==> config.mk <==
export PLATFORM = sky130hd
export DESIGN_NAME = cpu_multicycle_control_flat
export DESIGN_NICKNAME = d
export VERILOG_FILES = /design/src/rtl/cpu_multicycle_control_pkg.sv /design/src/rtl/cpu_multicycle_control_if.sv /design/src/rtl/cpu_multicycle_control_main_decoder.sv /design/src/rtl/cpu_multicycle_control.sv /design/src/flat_wrapper.sv
export SDC_FILE = /design/constraint.sdc
export NUM_CORES = 1
export LEC_CHECK = 0
export CAP_MARGIN = 0
export CORE_MARGIN = 2
export CORE_UTILIZATION = 45
export CTS_BUF_LIST = sky130_fd_sc_hd__clkbuf_8
export CTS_CLUSTER_DIAMETER = 80
export DETAILED_ROUTE_END_ITERATION = 10
export GPL_ROUTABILITY_DRIVEN = 0
export HOLD_SLACK_MARGIN = 0.03
export PLACE_DENSITY_LB_ADDON = 0.15
export SLEW_MARGIN = 20
export SYNTH_ARGS = -nofsm -noshare
export SYNTH_HDL_FRONTEND = slang
export SYNTH_SLANG_ARGS = --single-unit
==> constraint.sdc <==
create_clock -name clk -period 2.1 [get_ports clk]
set_input_delay 0.42 -clock clk [delete_from_list [all_inputs] [get_ports clk]]
set_output_delay 0.42 -clock clk [all_outputs]
set_load 0.05 [all_outputs]
==> src/rtl/cpu_multicycle_control_pkg.sv <==
// Shared types and codes for the multicycle RV32I control FSM and its decoder.
// Latency: n/a (types, constants and one pure output-lookup function).
// Backpressure: n/a. Optional CPU_TRAP_EN build uses S_TRAP and the illegal field.
package cpu_multicycle_control_pkg;

  typedef enum logic [3:0] {
    S_RESET_WAIT = 4'd0,
    S_FETCH      = 4'd1,
    S_DECODE     = 4'd2,
    S_MEM_ADDR   = 4'd3,
    S_MEM_READ   = 4'd4,
    S_MEM_WB     = 4'd5,
    S_MEM_WRITE  = 4'd6,
    S_EXECUTE    = 4'd7,
    S_ALU_WB     = 4'd8,
    S_BRANCH     = 4'd9,
    S_JUMP       = 4'd10,
    S_UPPER      = 4'd11,
    S_TRAP       = 4'd12
  } state_t;

  localparam logic [6:0] OPC_LOAD   = 7'h03;
  localparam logic [6:0] OPC_STORE  = 7'h23;
  localparam logic [6:0] OPC_OP     = 7'h33;
  localparam logic [6:0] OPC_OP_IMM = 7'h13;
  localparam logic [6:0] OPC_BRANCH = 7'h63;
  localparam logic [6:0] OPC_JAL    = 7'h6F;
  localparam logic [6:0] OPC_JALR   = 7'h67;
  localparam logic [6:0] OPC_LUI    = 7'h37;
  localparam logic [6:0] OPC_AUIPC  = 7'h17;

  localparam logic [1:0] ALU_SRC_A_PC     = 2'd0;
  localparam logic [1:0] ALU_SRC_A_OLD_PC = 2'd1;
  localparam logic [1:0] ALU_SRC_A_RS1    = 2'd2;
  localparam logic [1:0] ALU_SRC_A_ZERO   = 2'd3;

  localparam logic [1:0] ALU_SRC_B_RS2  = 2'd0;
  localparam logic [1:0] ALU_SRC_B_IMM  = 2'd1;
  localparam logic [1:0] ALU_SRC_B_FOUR = 2'd2;

  localparam logic [1:0] ALU_OP_ADD   = 2'd0;
  localparam logic [1:0] ALU_OP_SUB   = 2'd1;
  localparam logic [1:0] ALU_OP_FUNCT = 2'd2;

  localparam logic [1:0] RESULT_SRC_ALU_REG = 2'd0;
  localparam logic [1:0] RESULT_SRC_MEM     = 2'd1;
  localparam logic [1:0] RESULT_SRC_ALU_OUT = 2'd2;

  localparam logic JUMP_SRC_PC  = 1'b0;
  localparam logic JUMP_SRC_ALU = 1'b1;

  // Registered (Moore) control word; ir_write and the fetch pc_write are
  // handshake-qualified and therefore produced outside this struct.
  typedef struct packed {
    logic       mem_req;
    logic       mem_we;
    logic       addr_src;
    logic       pc_write;
    logic       jump;
    logic       jump_src;
    logic       branch;
    logic [2:0] branch_cond;
    logic [1:0] alu_src_a;
    logic [1:0] alu_src_b;
    logic [1:0] alu_op;
    logic [1:0] result_src;
    logic       reg_write;
    logic       busy;
    logic       illegal;
  } ctrl_t;

  // Control word for a state; opcode/funct3 come from the instruction register.
  function automatic ctrl_t state_outputs(input state_t s, input logic [6:0] opcode,
                                          input logic [2:0] funct3);
    ctrl_t c;
    c      = '0;
    c.busy = (s != S_FETCH);
    case (s)
      S_FETCH: begin
        c.mem_req   = 1'b1;
        c.alu_src_a = ALU_SRC_A_PC;
        c.alu_src_b = ALU_SRC_B_FOUR;
        c.alu_op    = ALU_OP_ADD;
      end
      S_DECODE: begin
        c.alu_src_a = ALU_SRC_A_OLD_PC;
        c.alu_src_b = ALU_SRC_B_IMM;
        c.alu_op    = ALU_OP_ADD;
      end
      S_MEM_ADDR: begin
        c.alu_src_a = ALU_SRC_A_RS1;
        c.alu_src_b = ALU_SRC_B_IMM;
        c.alu_op    = ALU_OP_ADD;
      end
      S_MEM_READ: begin
        c.mem_req  = 1'b1;
        c.addr_src = 1'b1;
      end
      S_MEM_WB: begin
        c.result_src = RESULT_SRC_MEM;
        c.reg_write  = 1'b1;
      end
      S_MEM_WRITE: begin
        c.mem_req  = 1'b1;
        c.mem_we   = 1'b1;
        c.addr_src = 1'b1;
      end
      S_EXECUTE: begin
        c.alu_src_a = ALU_SRC_A_RS1;
        c.alu_src_b = (opcode == OPC_OP) ? ALU_SRC_B_RS2 : ALU_SRC_B_IMM;
        c.alu_op    = ALU_OP_FUNCT;
      end
      S_ALU_WB: begin
        c.result_src = RESULT_SRC_ALU_REG;
        c.reg_write  = 1'b1;
      end
      S_BRANCH: begin
        c.alu_src_a   = ALU_SRC_A_RS1;
        c.alu_src_b   = ALU_SRC_B_RS2;
        c.alu_op      = ALU_OP_SUB;
        c.branch      = 1'b1;
        c.branch_cond = funct3;
        c.pc_write    = 1'b1;
      end
      S_JUMP: begin
        c.jump       = 1'b1;
        c.pc_write   = 1'b1;
        c.result_src = RESULT_SRC_ALU_OUT;
        c.reg_write  = 1'b1;
        if (opcode == OPC_JALR) begin
          c.jump_src  = JUMP_SRC_ALU;
          c.alu_src_a = ALU_SRC_A_RS1;
          c.alu_src_b = ALU_SRC_B_IMM;
        end else begin
          c.jump_src  = JUMP_SRC_PC;
          c.alu_src_a = ALU_SRC_A_OLD_PC;
          c.alu_src_b = ALU_SRC_B_FOUR;
        end
      end
      S_UPPER: begin
        c.alu_src_a = (opcode == OPC_LUI) ? ALU_SRC_A_ZERO : ALU_SRC_A_OLD_PC;
        c.alu_src_b = ALU_SRC_B_IMM;
        c.alu_op    = ALU_OP_ADD;
      end
      S_TRAP: begin
        c.busy    = 1'b0;
        c.illegal = 1'b1;
      end
      default: ;
    endcase
    return c;
  endfunction

endpackage

==> src/rtl/cpu_multicycle_control_if.sv <==
// Control <-> datapath/memory bundle for the multicycle control FSM.
// Latency: n/a (wires only); master = control block, slave = datapath side.
// Backpressure: memory uses req/ready; illegal_instr exists only with CPU_TRAP_EN.
interface cpu_multicycle_control_if;
  logic [6:0] opcode;
  logic [2:0] funct3;
  logic       funct7_5;
  logic       mem_ready;
  logic       mem_req;
  logic       mem_we;
  logic       addr_src;
  logic       ir_write;
  logic       pc_write;
  logic       jump;
  logic       jump_src;
  logic       branch;
  logic [2:0] branch_cond;
  logic [1:0] alu_src_a;
  logic [1:0] alu_src_b;
  logic [1:0] alu_op;
  logic [1:0] result_src;
  logic       reg_write;
  logic       busy;
`ifdef CPU_TRAP_EN
  logic       illegal_instr;
`endif

  modport master (
    input  opcode, funct3, funct7_5, mem_ready,
    output mem_req, mem_we, addr_src, ir_write, pc_write, jump, jump_src, branch,
           branch_cond, alu_src_a, alu_src_b, alu_op, result_src, reg_write, busy
`ifdef CPU_TRAP_EN
    , output illegal_instr
`endif
  );

  modport slave (
    output opcode, funct3, funct7_5, mem_ready,
    input  mem_req, mem_we, addr_src, ir_write, pc_write, jump, jump_src, branch,
           branch_cond, alu_src_a, alu_src_b, alu_op, result_src, reg_write, busy
`ifdef CPU_TRAP_EN
    , input illegal_instr
`endif
  );
endinterface

==> src/rtl/cpu_multicycle_control_main_decoder.sv <==
// Opcode to post-DECODE state lookup for the multicycle control FSM.
// Latency: combinational, zero cycles.
// Backpressure: none. With CPU_TRAP_EN, undefined opcodes and reserved branch funct3 map to S_TRAP.
module cpu_multicycle_control_main_decoder
  import cpu_multicycle_control_pkg::*;
(
  input  logic [6:0] opcode,
  input  logic [2:0] funct3,
  output state_t     next_state
);

`ifndef CPU_TRAP_EN
  // Reserved branch encodings are passed through to the branch logic.
  logic unused_funct3;
  assign unused_funct3 = ^funct3;
`endif

  // Map the latched opcode to the first state of its instruction class.
  always_comb begin
`ifdef CPU_TRAP_EN
    next_state = S_TRAP;
`else
    next_state = S_FETCH;
`endif
    case (opcode)
      OPC_LOAD, OPC_STORE: next_state = S_MEM_ADDR;
      OPC_OP, OPC_OP_IMM:  next_state = S_EXECUTE;
      OPC_BRANCH: begin
`ifdef CPU_TRAP_EN
        next_state = (funct3 == 3'd2 || funct3 == 3'd3) ? S_TRAP : S_BRANCH;
`else
        next_state = S_BRANCH;
`endif
      end
      OPC_JAL, OPC_JALR:   next_state = S_JUMP;
      OPC_LUI, OPC_AUIPC:  next_state = S_UPPER;
      default: ;
    endcase
  end

endmodule

==> src/rtl/cpu_multicycle_control.sv <==
// Main multicycle RV32I control FSM: fetch/decode/execute/memory/writeback sequencing.
// Latency: 3 (branch/jump), 4 (ALU, upper, store), 5 (load) cycles plus memory wait states.
// Backpressure: FETCH/MEM_READ/MEM_WRITE hold mem_req until mem_ready. CPU_TRAP_EN adds TRAP state.
module cpu_multicycle_control
  import cpu_multicycle_control_pkg::*;
#(
  parameter int RESET_STALL = 0
) (
  input  logic                      clk,
  input  logic                      rst_n,
  cpu_multicycle_control_if.master  bus
);

  localparam int CNT_W = (RESET_STALL > 0) ? $clog2(RESET_STALL + 1) : 1;
  localparam logic [CNT_W-1:0] STALL_LAST = CNT_W'(RESET_STALL);
  localparam state_t RESET_STATE = (RESET_STALL > 0) ? S_RESET_WAIT : S_FETCH;

  state_t           state;
  state_t           next_state;
  state_t           dec_state;
  logic [CNT_W-1:0] stall_cnt;
  ctrl_t            ctrl_q;
  logic             mem_done;

  // funct7_5 only matters to the ALU decoder downstream.
  logic unused_funct7_5;
  assign unused_funct7_5 = bus.funct7_5;

  cpu_multicycle_control_main_decoder u_main_decoder (
    .opcode     (bus.opcode),
    .funct3     (bus.funct3),
    .next_state (dec_state)
  );

  // A ready with no request outstanding is ignored.
  assign mem_done = ctrl_q.mem_req & bus.mem_ready;

  // Next-state selection.
  always_comb begin
    next_state = state;
    case (state)
      S_RESET_WAIT: if (stall_cnt == STALL_LAST) next_state = S_FETCH;
      S_FETCH:      if (mem_done) next_state = S_DECODE;
      S_DECODE:     next_state = dec_state;
      S_MEM_ADDR:   next_state = (bus.opcode == OPC_LOAD) ? S_MEM_READ : S_MEM_WRITE;
      S_MEM_READ:   if (mem_done) next_state = S_MEM_WB;
      S_MEM_WRITE:  if (mem_done) next_state = S_FETCH;
      S_EXECUTE,
      S_UPPER:      next_state = S_ALU_WB;
      S_MEM_WB,
      S_ALU_WB,
      S_BRANCH,
      S_JUMP:       next_state = S_FETCH;
      S_TRAP:       next_state = S_TRAP;
      default:      next_state = RESET_STATE;
    endcase
  end

  // State, reset-stall counter and the registered control word for the next state.
  always_ff @(posedge clk or negedge rst_n) begin
    if (!rst_n) begin
      state     <= RESET_STATE;
      stall_cnt <= '0;
      ctrl_q    <= '0;
    end else begin
      state  <= next_state;
      ctrl_q <= state_outputs(next_state, bus.opcode, bus.funct3);
      if (state == S_RESET_WAIT && stall_cnt != STALL_LAST) begin
        stall_cnt <= stall_cnt + 1'b1;
      end
    end
  end

  // The fetch handshake cycle latches the instruction and advances the PC to PC+4.
  assign bus.ir_write    = (state == S_FETCH) & mem_done;
  assign bus.pc_write    = bus.ir_write | ctrl_q.pc_write;
  assign bus.mem_req     = ctrl_q.mem_req;
  assign bus.mem_we      = ctrl_q.mem_we;
  assign bus.addr_src    = ctrl_q.addr_src;
  assign bus.jump        = ctrl_q.jump;
  assign bus.jump_src    = ctrl_q.jump_src;
  assign bus.branch      = ctrl_q.branch;
  assign bus.branch_cond = ctrl_q.branch_cond;
  assign bus.alu_src_a   = ctrl_q.alu_src_a;
  assign bus.alu_src_b   = ctrl_q.alu_src_b;
  assign bus.alu_op      = ctrl_q.alu_op;
  assign bus.result_src  = ctrl_q.result_src;
  assign bus.reg_write   = ctrl_q.reg_write;
  assign bus.busy        = ctrl_q.busy;

`ifdef CPU_TRAP_EN
  assign bus.illegal_instr = ctrl_q.illegal;
`else
  logic unused_illegal;
  assign unused_illegal = ctrl_q.illegal;
`endif

endmodule

==> src/flat_wrapper.sv <==
// flat-port wrapper written by rule: the top's interface ports become plain ports
module cpu_multicycle_control_flat import cpu_multicycle_control_pkg::*;
#(
  parameter int RESET_STALL = 0
)
  (clk, rst_n, bus_opcode, bus_funct3, bus_funct7_5, bus_mem_ready, bus_mem_req, bus_mem_we, bus_addr_src, bus_ir_write, bus_pc_write, bus_jump, bus_jump_src, bus_branch, bus_branch_cond, bus_alu_src_a, bus_alu_src_b, bus_alu_op, bus_result_src, bus_reg_write, bus_busy);
  cpu_multicycle_control_if bus_i ();
  input  logic clk;
  input  logic rst_n;
  input wire logic [$bits(bus_i.opcode)-1:0] bus_opcode;
  input wire logic [$bits(bus_i.funct3)-1:0] bus_funct3;
  input wire logic [$bits(bus_i.funct7_5)-1:0] bus_funct7_5;
  input wire logic [$bits(bus_i.mem_ready)-1:0] bus_mem_ready;
  output wire logic [$bits(bus_i.mem_req)-1:0] bus_mem_req;
  output wire logic [$bits(bus_i.mem_we)-1:0] bus_mem_we;
  output wire logic [$bits(bus_i.addr_src)-1:0] bus_addr_src;
  output wire logic [$bits(bus_i.ir_write)-1:0] bus_ir_write;
  output wire logic [$bits(bus_i.pc_write)-1:0] bus_pc_write;
  output wire logic [$bits(bus_i.jump)-1:0] bus_jump;
  output wire logic [$bits(bus_i.jump_src)-1:0] bus_jump_src;
  output wire logic [$bits(bus_i.branch)-1:0] bus_branch;
  output wire logic [$bits(bus_i.branch_cond)-1:0] bus_branch_cond;
  output wire logic [$bits(bus_i.alu_src_a)-1:0] bus_alu_src_a;
  output wire logic [$bits(bus_i.alu_src_b)-1:0] bus_alu_src_b;
  output wire logic [$bits(bus_i.alu_op)-1:0] bus_alu_op;
  output wire logic [$bits(bus_i.result_src)-1:0] bus_result_src;
  output wire logic [$bits(bus_i.reg_write)-1:0] bus_reg_write;
  output wire logic [$bits(bus_i.busy)-1:0] bus_busy;
  assign bus_i.opcode = bus_opcode;
  assign bus_i.funct3 = bus_funct3;
  assign bus_i.funct7_5 = bus_funct7_5;
  assign bus_i.mem_ready = bus_mem_ready;
  assign bus_mem_req = bus_i.mem_req;
  assign bus_mem_we = bus_i.mem_we;
  assign bus_addr_src = bus_i.addr_src;
  assign bus_ir_write = bus_i.ir_write;
  assign bus_pc_write = bus_i.pc_write;
  assign bus_jump = bus_i.jump;
  assign bus_jump_src = bus_i.jump_src;
  assign bus_branch = bus_i.branch;
  assign bus_branch_cond = bus_i.branch_cond;
  assign bus_alu_src_a = bus_i.alu_src_a;
  assign bus_alu_src_b = bus_i.alu_src_b;
  assign bus_alu_op = bus_i.alu_op;
  assign bus_result_src = bus_i.result_src;
  assign bus_reg_write = bus_i.reg_write;
  assign bus_busy = bus_i.busy;
  cpu_multicycle_control #(.RESET_STALL(RESET_STALL)) u_core (.clk(clk), .rst_n(rst_n), .bus(bus_i));
endmodule
==> qor.txt, run 1 <==
register bit total from synthesis: 24
R2R Path Start: u_core.state[0]$_DFF_PN1_
worst path cell trace: or4b_4, a21o_1, a21o_4, o21bai_4, buf_12
yosys warns: 0
Clock transition at path regs: 0.08 ns
fillers: 196
antenna-violating nets left: 0
total number of H-tree levels: 1
drt first-iter violations: 32
number of synthesized flops with an enable pin: 0
slowest CP cell: dfstp_2
VDD IR-drop max: 0.001054 V
Final Skew: 0.001476 ns
die area: 3395 um^2
average cell area after synthesis: 11.04 um^2
WL final: 3142 um
number of port buffers: 33
crit path max fanout: 7
max cap viols: 0
Pleak: 0.0009406 uW
slew margin rel.: 66.66%
Rows: 19
final-report setup violation count: 2
Worst-Skew Late Latency: 0.27 ns
initial antenna violation count: 0
failing checks: setup timing
number of global-route vias before repair: 1132
hold depth: 1
CP max stage delay: 0.62 ns
total global routing overflow: 0
Worst Path Required: 1.68 ns
Final nets: 198
Root Buffer: clkbuf_8
first-pass GRT wire length: 5147 um
RSZ-0062 raised after global routing: true
Overall Global Routing Usage: 20.19%
Post-CTS Hold Fix Bufs: 0
top_reg_cell synth: dfrtp_1
drt first pass iters: 4
die height: 58.27 um
IO Count: 35
Post-Syn Instances: 120
Slew Limit Fails: 0
layout cell share with drive strength beyond 1: 40.98%
critical path capture point type: output pin
Fin. Hold Viols: 0
Synth area leader: dfrtp_1
Worst setup SP type: register
DRC Markers: 0
dpl ws: -0.6135 ns
status: finished with violations
Data arrival, critical path: 2.10 ns
hold path endpoint: u_core.stall_cnt$_DFFE_PN0P_
antenna cells: 0
Worst R2R Path Depth: 6
initial core utilization: 47.64%
HPWL Detailed: 2366 um
CTS buffer count: 3
DR vias: 1168
Worst R2R Setup Slack: 0.01 ns
WL/cell: 14.68 um
Seq/Total Area, Yosys: 45.42%
worst-margin pin slew: 0.4986 ns
setup ws final: -0.4240 ns
ys async rst share: 100.0%
Core Region: 2781 um^2
Tmin final: 2.524 ns
Area growth, synth to finish: 54.86%
post-layout util: 73.77%
TritonCTS clock tree: built
Max Fclk: 396.2 MHz
Synth cell types: 51
clock sink count: 24
die outline width: 58.27 um
post-synthesis net count: 134
Placed Cells: 206
top-area cell type share of the netlist area: 43.44%
Layout Cells excl Fill: 214
largest net degree at the start of global routing: 25
Setup CP Type: register to output pin
power per cell area: 1223 nW/um^2
min-delay src: u_core.stall_cnt$_DFFE_PN0P_
Hold WC Path Type: register to register
Tcrit/Tclk final: 120.2%
via/cell ratio: 5.458
Synth area leaders: dfrtp_1, buf_4, nor2_1, dfstp_2, and2_1
mapped cell area: 1325 um^2
CTS max path bufs: 2
RR Endpoint: u_core.bus.alu_src_a[1]$_DFF_PN0_
worst max-delay path, delay by kind of cell, from the launching register on:
kind | cells | cell delay, ns
AO/OA/AOI/OAI | 3 | 0.60
AND/OR/NAND/NOR | 1 | 0.47
buffers and inverters | 1 | 0.15
flip-flops | 1 | 0.62
per-stage QoR:
step                hold WS, ns  TNS, ns  area [um^2]  total power (uW)
finish                   0.4875  -0.8062         2052              2509
global route             0.5270   -1.013         2052              2629
CTS                      0.4946  -0.7995         2013              2447
detailed placement       0.4756   -6.333         1907              2100
global placement         0.4635   -5.433         1907              2066
floorplan                0.1244  -0.4556         1364              1521
cells in the final DEF, fill, tap and decap left out, drive strengths merged, types with 3 or more instances in the layout:
cell           instances
a21o                   3
a21oi                  3
and2                   4
buf                   43
clkbuf                 4
clkdlybuf4s50         24
dfrtp                 23
dlygate4sd2            7
inv                    3
nand2                  6
nand2b                 4
nand3                  3
nor2                  10
nor3b                  3
o21a                   3
o21ai                  3
o21bai                 3
o22ai                  3
sequential cells by signal, indices dropped and copies added (netlist names), 2 cells and up:
signal and cells:
u_core.state 4, u_core.bus.branch_cond 3, u_core.bus.alu_op 2, u_core.bus.alu_src_a 2, u_core.bus.alu_src_b 2
cell usage after synthesis, types with 2 or more instances:
cell and number:
a21o_1 2, a21oi_1 3, and2_1 4, and4b_1 2, buf_4 13, buf_6 2
dfrtp_1 23, inv_1 2, nand2_1 5, nand2b_1 4, nand3_1 2, nand3b_1 2
nor2_1 9, nor2b_1 2, nor3b_1 2, nor4_1 2, o21a_1 3, o21bai_1 3
o22ai_1 2, or2_1 2
per-layer routing:
| layer | share of wire (%) | up-vias | track usage (%) |
|---|---|---|---|
| met5 | 0 | - | 0 |
| met4 | 3.2 | 0 | 8.970 |
| met3 | 4.6 | 10 | 3.348 |
| met2 | 51 | 36 | 34.99 |
| met1 | 41 | 569 | 24.43 |
| li1 | - | 553 | - |
worst max-delay path by stage:
| stage | endpoint | startpoint | slack (ns) | cells past startpoint |
|---|---|---|---|---|
| floorplan | bus_pc_write | u_core.state[0]$_DFF_PN1_ | -0.25 | 7 |
| global placement | bus_pc_write | bus_opcode[4] | -0.60 | 8 |
| detailed placement | bus_pc_write | bus_opcode[1] | -0.61 | 8 |
| CTS | bus_pc_write | u_core.state[0]$_DFF_PN1_ | -0.42 | 7 |
| global route | bus_pc_write | u_core.state[0]$_DFF_PN1_ | -0.50 | 7 |
| finish | bus_pc_write | u_core.state[0]$_DFF_PN1_ | -0.42 | 5 |
cell type report:
class                           count  area (um^2)  share of cell area (%)
Multi-Input combinational cell     78        673.1                   32.80
Inverter                            3        11.26                  0.5488
Tap cell                           31        38.79                   1.890
Clock buffer                        4        55.05                   2.683
Timing Repair Buffer               74        668.1                   32.56
Sequential cell                    24        605.6                   29.51
power breakdown:
part	switching, uW	total (uW)	leakage [uW]	internal [uW]
clock network	151	319	0.0000288	168
logic	813	1550	0.000594	732
registers	77.9	644	0.000318	566
logic make-up after synthesis:
kind of cell,Yosys count,synth area share [%]
compound gates,26,17.00
xor+xnor,1,0.6611
buf+inv,18,9.915
flops,24,45.42
simple gates,51,27.01
repair_timing:
action,CTS,global route
pin swaps,11,5
endpoints found under the setup margin,14,9
gates resized for setup,14,8
setup buffers,3,1
(Power assumes the default switching activity.)
==> run 2: changes to the inputs <==
--- a/config.mk
+++ b/config.mk
@@ -13,7 +13,7 @@
 export DETAILED_ROUTE_END_ITERATION = 10
 export GPL_ROUTABILITY_DRIVEN = 0
 export HOLD_SLACK_MARGIN = 0.03
-export PLACE_DENSITY_LB_ADDON = 0.15
+export PLACE_DENSITY_LB_ADDON = 0.12
 export SLEW_MARGIN = 20
 export SYNTH_ARGS = -nofsm -noshare
 export SYNTH_HDL_FRONTEND = slang
==> run 2 against run 1 <==
Net effect: the run still ends with setup timing left; non-clock buffer count is 13 higher; clock power is 30% higher; worst hold slack barely moved; largest cell class is now non-clock buffers; maximum frequency about the same; total power increased by 8.5%; clock skew barely moved; register-to-register slack worse by 0.08 ns.
==> qor.txt, run 2 (synthesis gave the netlist of run 1 again) <==
status: finished with violations
failing checks: setup timing
Area growth, synth to finish: 65.16%
TritonCTS clock tree: built
Final Skew: 0.001648 ns (+0.0001719 ns)
dpl ws: -0.6002 ns (+0.01331 ns)
clock power share: 15.3% (+2.6 points)
CP max stage delay: 0.62 ns (about the same)
Largest Register: u_core.state
total number of H-tree levels: 1 (unchanged)
drt first pass iters: 4 (unchanged)
number of port buffers: 33 (unchanged)
Design Power: 2722 uW (+8.5%)
IO Count: 35 (unchanged)
Setup CP Type: register to output pin
CP Launch Point: u_core.state[0]$_DFF_PN1_
Data arrival, critical path: 2.10 ns (about the same)
Tcrit/Tclk final: 120.1% (about the same)
first-pass GRT wire length: 5630 um (+9.4%)
layout cell share with drive strength beyond 1: 46.94% (+6.0 points)
Core Region: 2781 um^2 (unchanged)
Fin. Hold Viols: 0 (unchanged)
DR vias: 1213 (+3.9%)
WL final: 3567 um (+14%)
Worst Path Required: 1.68 ns (about the same)
Root Buffer: clkbuf_8
Crit. path cell count: 7 (+2)
antenna-violating nets left: 0 (unchanged)
via/cell ratio: 5.344 (-2.1%)
Overall Global Routing Usage: 21.74% (+1.5 points)
DRC Markers: 0 (unchanged)
Worst-Skew Late Latency: 0.27 ns (about the same)
drt first-iter violations: 35 (+9.4%)
die area: 3395 um^2 (unchanged)
antenna cells: 0 (unchanged)
initial core utilization: 47.64% (unchanged)
critical path capture point type: output pin
die height: 58.27 um (unchanged)
Final nets: 211 (+6.6%)
max reg flops: 4 (unchanged)
slew margin rel.: 66.65% (about the same)
Setup crit end: bus_pc_write
worst-margin pin slew: 0.4986 ns (+0.00006372 ns)
WL/cell: 15.71 um (+7.0%)
largest net degree at the start of global routing: 25 (unchanged)
total global routing overflow: 0 (unchanged)
Clock transition at path regs: 0.09 ns (about the same)
Switch Pwr: 1102 uW (+5.7%)
Tmin final: 2.523 ns (-0.001088 ns)
most frequent cells in the layout: buf_4, clkdlybuf4s50_1, dfrtp_1
RR Endpoint: u_core.bus.busy$_DFF_PN0_
CTS max path bufs: 2 (unchanged)
setup ws final: -0.4229 ns (+0.001088 ns)
Worst R2R Setup Slack: -0.07 ns (-0.08 ns)
most common cell after layout, fill and taps aside: buf_4
CTS buffer count: 3 (unchanged)
number of global-route vias before repair: 1241 (+9.6%)
VDD IR-drop max: 0.001146 V (+8.7%)
clock sink count: 24 (unchanged)
Hold WC Path Type: primary input to async pin
Sw Share: 40.50% (-1.1 points)
sequential fraction of design power: 24.1% (-1.6 points)
crit-path leading delay family: simple AND/OR/NAND/NOR gates
crit path max fanout: 7 (unchanged)
power per cell area: 1244 nW/um^2 (+1.7%)
Worst R2R Path Depth: 12 (+6)
RSZ-0062 raised after global routing: true
combinational power share: 60.7% (-0.9 points)
Post-CTS Hold Fix Bufs: 0 (unchanged)
Pint: 1619 uW (+10%)
initial antenna violation count: 0 (unchanged)
Worst setup SP type: register
die outline width: 58.27 um (unchanged)
HPWL Detailed: 2376 um (+0.40%)
Buf+Inv Stages, Crit Path: 1 (unchanged)
Rows: 19 (unchanged)
Max Fclk: 396.4 MHz (about the same)
worst path cell trace: nand2b_4, nor3b_2, a31o_1, or2_1, or2_4, o21bai_4, buf_12
max cap viols: 0 (unchanged)
final-report setup violation count: 4 (+2)
Pleak: 0.001018 uW (+8.3%)
slowest CP cell: dfstp_2
R2R Path Start: u_core.state[0]$_DFF_PN1_
Slew Limit Fails: 0 (unchanged)
run 2: layout make-up:
| class | instances | area, um^2 |
|---|---|---|
| Fill cell | 163 | 593.1 |
| Timing Repair Buffer | 87 | 785.8 |
| Multi-Input combinational cell | 78 | 674.4 |
| Clock inverter | 1 | 30.03 |
| Sequential cell | 24 | 606.8 |
| Clock buffer | 3 | 41.29 |
| Inverter | 3 | 11.26 |
| Tap cell | 31 | 38.79 |
run 2: through the flow:
stage | TNS (ns) | utilization, % | instances | instance area (um^2) | hold slack, ns
floorplan | -0.4556 | - | 120 | 1364 | 0.1244
global placement | -5.230 | 69.10 | 208 | 1922 | 0.4623
detailed placement | -5.975 | 69.10 | 208 | 1922 | 0.4717
CTS | -1.149 | 76.61 | 226 | 2131 | 0.4912
global route | -1.214 | 78.68 | 227 | 2188 | 0.5069
finish | -0.9119 | 78.68 | 227 | 2188 | 0.4879
run 2: timing repair:
action,in CTS,in global routing
pin swaps,12,4
setup buffers,14,6
gates cloned,0,0
resized for setup,20,15
endpoints found under the setup margin,10,11
run 2: worst min-delay path by stage:
stage	startpoint	end
6_report	rst_n	u_core.bus.alu_src_b[0]$_DFF_PN0_
5_1_grt	u_core.stall_cnt$_DFFE_PN0P_	u_core.stall_cnt$_DFFE_PN0P_
4_1_cts	u_core.stall_cnt$_DFFE_PN0P_	u_core.stall_cnt$_DFFE_PN0P_
3_5_place_dp	u_core.stall_cnt$_DFFE_PN0P_	u_core.stall_cnt$_DFFE_PN0P_
3_3_place_gp	u_core.stall_cnt$_DFFE_PN0P_	u_core.stall_cnt$_DFFE_PN0P_
2_1_floorplan	rst_n	u_core.bus.addr_src$_DFF_PN0_
run 2: power by group through the flow:
stage / combinational (uW) / sequential, uW / clock (uW)
final: 1650 / 655 / 416
after global routing: 1740 / 669 / 431
after CTS: 1540 / 649 / 408
after detailed placement: 1380 / 658 / 0
after global placement: 1360 / 654 / 0
after floorplan: 777 / 744 / 0
run 2: layer usage:
layer	wire length, um	GRT usage (%)	vias up
met5	0	0	-
met4	49	7.641	0
met3	128	2.679	6
met2	1919	38.52	29
met1	1470	27.05	597
li1	-	-	581
==> run 3: changes to the inputs <==
--- a/config.mk
+++ b/config.mk
@@ -6,12 +6,14 @@
 export NUM_CORES = 1
 export LEC_CHECK = 0
 export CAP_MARGIN = 0
+export CORE_ASPECT_RATIO = 0.7
 export CORE_MARGIN = 2
 export CORE_UTILIZATION = 45
 export CTS_BUF_LIST = sky130_fd_sc_hd__clkbuf_8
 export CTS_CLUSTER_DIAMETER = 80
 export DETAILED_ROUTE_END_ITERATION = 10
 export GPL_ROUTABILITY_DRIVEN = 0
+export GPL_TIMING_DRIVEN = 0
 export HOLD_SLACK_MARGIN = 0.03
 export PLACE_DENSITY_LB_ADDON = 0.12
 export SLEW_MARGIN = 20
==> run 3 against run 2 <==
Net effect: the run still ends with setup timing left; largest power group unchanged; maximum frequency decreased by 2.8%; critical path type unchanged; sequential power down 4.7%; wire length down 4.1%; first-iteration DRC count rose by 11%; register-to-register slack better by 0.11 ns; highest routed layer unchanged; flip-flop and latch count is the same; via count decreased by 4.1%; global-route usage shrank 0.63 points.
==> qor.txt, run 3 (synthesis gave the netlist of run 1 again) <==
die outline width: 68.86 um (+18%)
Worst Path Required: 1.68 ns (about the same)
final-report setup violation count: 2 (-2)
Pint: 1446 uW (-11%)
setup ws final: -0.4965 ns (-0.07355 ns)
first-pass GRT wire length: 5306 um (-5.8%)
Rows: 16 (-3)
TritonCTS clock tree: built
Data arrival, critical path: 2.18 ns (+0.08 ns)
slew margin rel.: 65.52% (-1.1 points)
Final nets: 198 (-6.2%)
Worst R2R Path Depth: 7 (-5)
Hold WC Path Type: primary input to async pin
number of port buffers: 33 (unchanged)
clock power share: 10.6% (-4.7 points)
DRC Markers: 0 (unchanged)
Pleak: 0.0009566 uW (-6.1%)
post-layout util: 74.38% (-4.3 points)
Worst-Skew Late Latency: 0.27 ns (about the same)
dpl ws: -1.482 ns (-0.8819 ns)
worst-margin pin slew: 0.5171 ns (+0.01849 ns)
critical path capture point type: output pin
die area: 3401 um^2 (+0.20%)
HPWL Detailed: 2036 um (-14%)
DR vias: 1163 (-4.1%)
R2R Path Start: u_core.state[0]$_DFF_PN1_
Core Region: 2803 um^2 (+0.76%)
clock sink count: 24 (unchanged)
Clock transition at path regs: 0.09 ns (about the same)
total global routing overflow: 0 (unchanged)
antenna cells: 0 (unchanged)
Post-CTS Hold Fix Bufs: 0 (unchanged)
layout cell share with drive strength beyond 1: 42.62% (-4.3 points)
Overall Global Routing Usage: 21.11% (-0.63 points)
Switch Pwr: 1089 uW (-1.2%)
Final Skew: 0.01322 ns (+0.01157 ns)
failing checks: setup timing
Largest Register: u_core.state
Max Fclk: 385.1 MHz (-2.8%)
drt first-iter violations: 39 (+11%)
CTS buffer count: 3 (unchanged)
die height: 49.40 um (-15%)
crit path max fanout: 6 (-1)
initial core utilization: 47.28% (-0.36 points)
largest net degree at the start of global routing: 25 (unchanged)
combinational power share: 64.8% (+4.1 points)
Setup CP Type: register to output pin
most frequent cells in the layout: buf_4, clkdlybuf4s50_1, dfrtp_1
status: finished with violations
antenna-violating nets left: 0 (unchanged)
max cap viols: 0 (unchanged)
CTS max path bufs: 2 (unchanged)
number of global-route vias before repair: 1115 (-10%)
Sw Share: 42.94% (+2.4 points)
drt first pass iters: 4 (unchanged)
Worst setup SP type: register
VDD IR-drop max: 0.0005775 V (-50%)
CP Launch Point: u_core.state[2]$_DFF_PN0_
Worst R2R Setup Slack: 0.04 ns (+0.11 ns)
Tmin final: 2.596 ns (+0.07355 ns)
post-route cell area: 2085 um^2 (-4.7%)
RR Endpoint: u_core.bus.alu_src_a[1]$_DFF_PN0_
sequential fraction of design power: 24.6% (+0.5 points)
fillers: 205 (+26%)
RSZ-0062 raised after global routing: true
IO Count: 35 (unchanged)
WL/cell: 15.61 um (-0.65%)
initial antenna violation count: 0 (unchanged)
max reg flops: 4 (unchanged)
most common cell after layout, fill and taps aside: buf_4
WL final: 3419 um (-4.1%)
Placed Area: 1739 um^2 (-9.5%)
Fin. Hold Viols: 0 (unchanged)
Tcrit/Tclk final: 123.6% (+3.5 points)
Area growth, synth to finish: 57.32%
final setup TNS: -0.9256 ns (-0.01366 ns)
Root Buffer: clkbuf_8
via/cell ratio: 5.311 (-0.62%)
power per cell area: 1216 nW/um^2 (-2.2%)
Fin Hold WS: 0.1182 ns (-0.3697 ns)
Slew Limit Fails: 0 (unchanged)
total number of H-tree levels: 1 (unchanged)
run 3: cell types whose count changed in the layout (fill, tap and decap cells not counted), moves of 2 or more:
cell     change
buf_4       -11
buf_6        -2
dfrtp_1      +2
dfrtp_2      -2
inv_1        +2
inv_2        -2
run 3: worst max path at each step:
stage / end / slack [ns]
CTS: bus_pc_write / -0.49
global placement: bus_pc_write / -1.46
floorplan: bus_pc_write / -0.25
finish: bus_pc_write / -0.50
global route: bus_pc_write / -0.55
detailed placement: bus_pc_write / -1.48
run 3: per-layer routing:
metal  global-route usage (%)  wire length (um)  share of wire [%]  vias to the layer above
met5                        0                 0                  0                        -
met2                    34.78              1713                 50                       48
met4                    3.922                10               0.29                        0
li1                         -                 -                  -                      550
met1                    28.38              1480                 43                      563
met3                    4.850               214                6.3                        2
run 3: through the flow:
step	cells	power, uW
3_5_place_dp	189	1834
4_1_cts	211	2325
5_1_grt	219	2661
6_report	219	2535
2_1_floorplan	120	1521
3_3_place_gp	189	1810
run 3: critical path, stage by stage, from the launching register on:
cell and delay, ns:
dfrtp_1 0.40, buf_6 0.14, buf_12 0.12, xor2_1 0.16
a31o_1 0.26, or2_4 0.25, or2_4 0.28, o21bai_4 0.14
buf_6 0.17
run 3: timing repair:
item,in CTS,in global routing
endpoints found under the hold margin,0,0
setup buffers,19,8
endpoints found under the setup margin,7,11
pin swaps,14,18
resized for setup,30,17
run 3: layout make-up:
type | instances | area, um^2 | area share (%)
Buffer | 14 | 112.6 | 5.402
Clock buffer | 3 | 41.29 | 1.981
Clock inverter | 1 | 3.754 | 0.1801
Inverter | 3 | 13.76 | 0.6603
Multi-Input combinational cell | 78 | 714.4 | 34.27
Sequential cell | 24 | 604.3 | 28.99
Tap cell | 36 | 45.04 | 2.161
Timing Repair Buffer | 60 | 549.3 | 26.35
run 3: power groups by stage:
stage	combinational, uW	sequential, uW	clock (uW)
after floorplan	777	744	0
after global placement	1160	648	0
after detailed placement	1180	656	0
after CTS	1420	627	280
after global routing	1740	632	294
final	1640	624	269
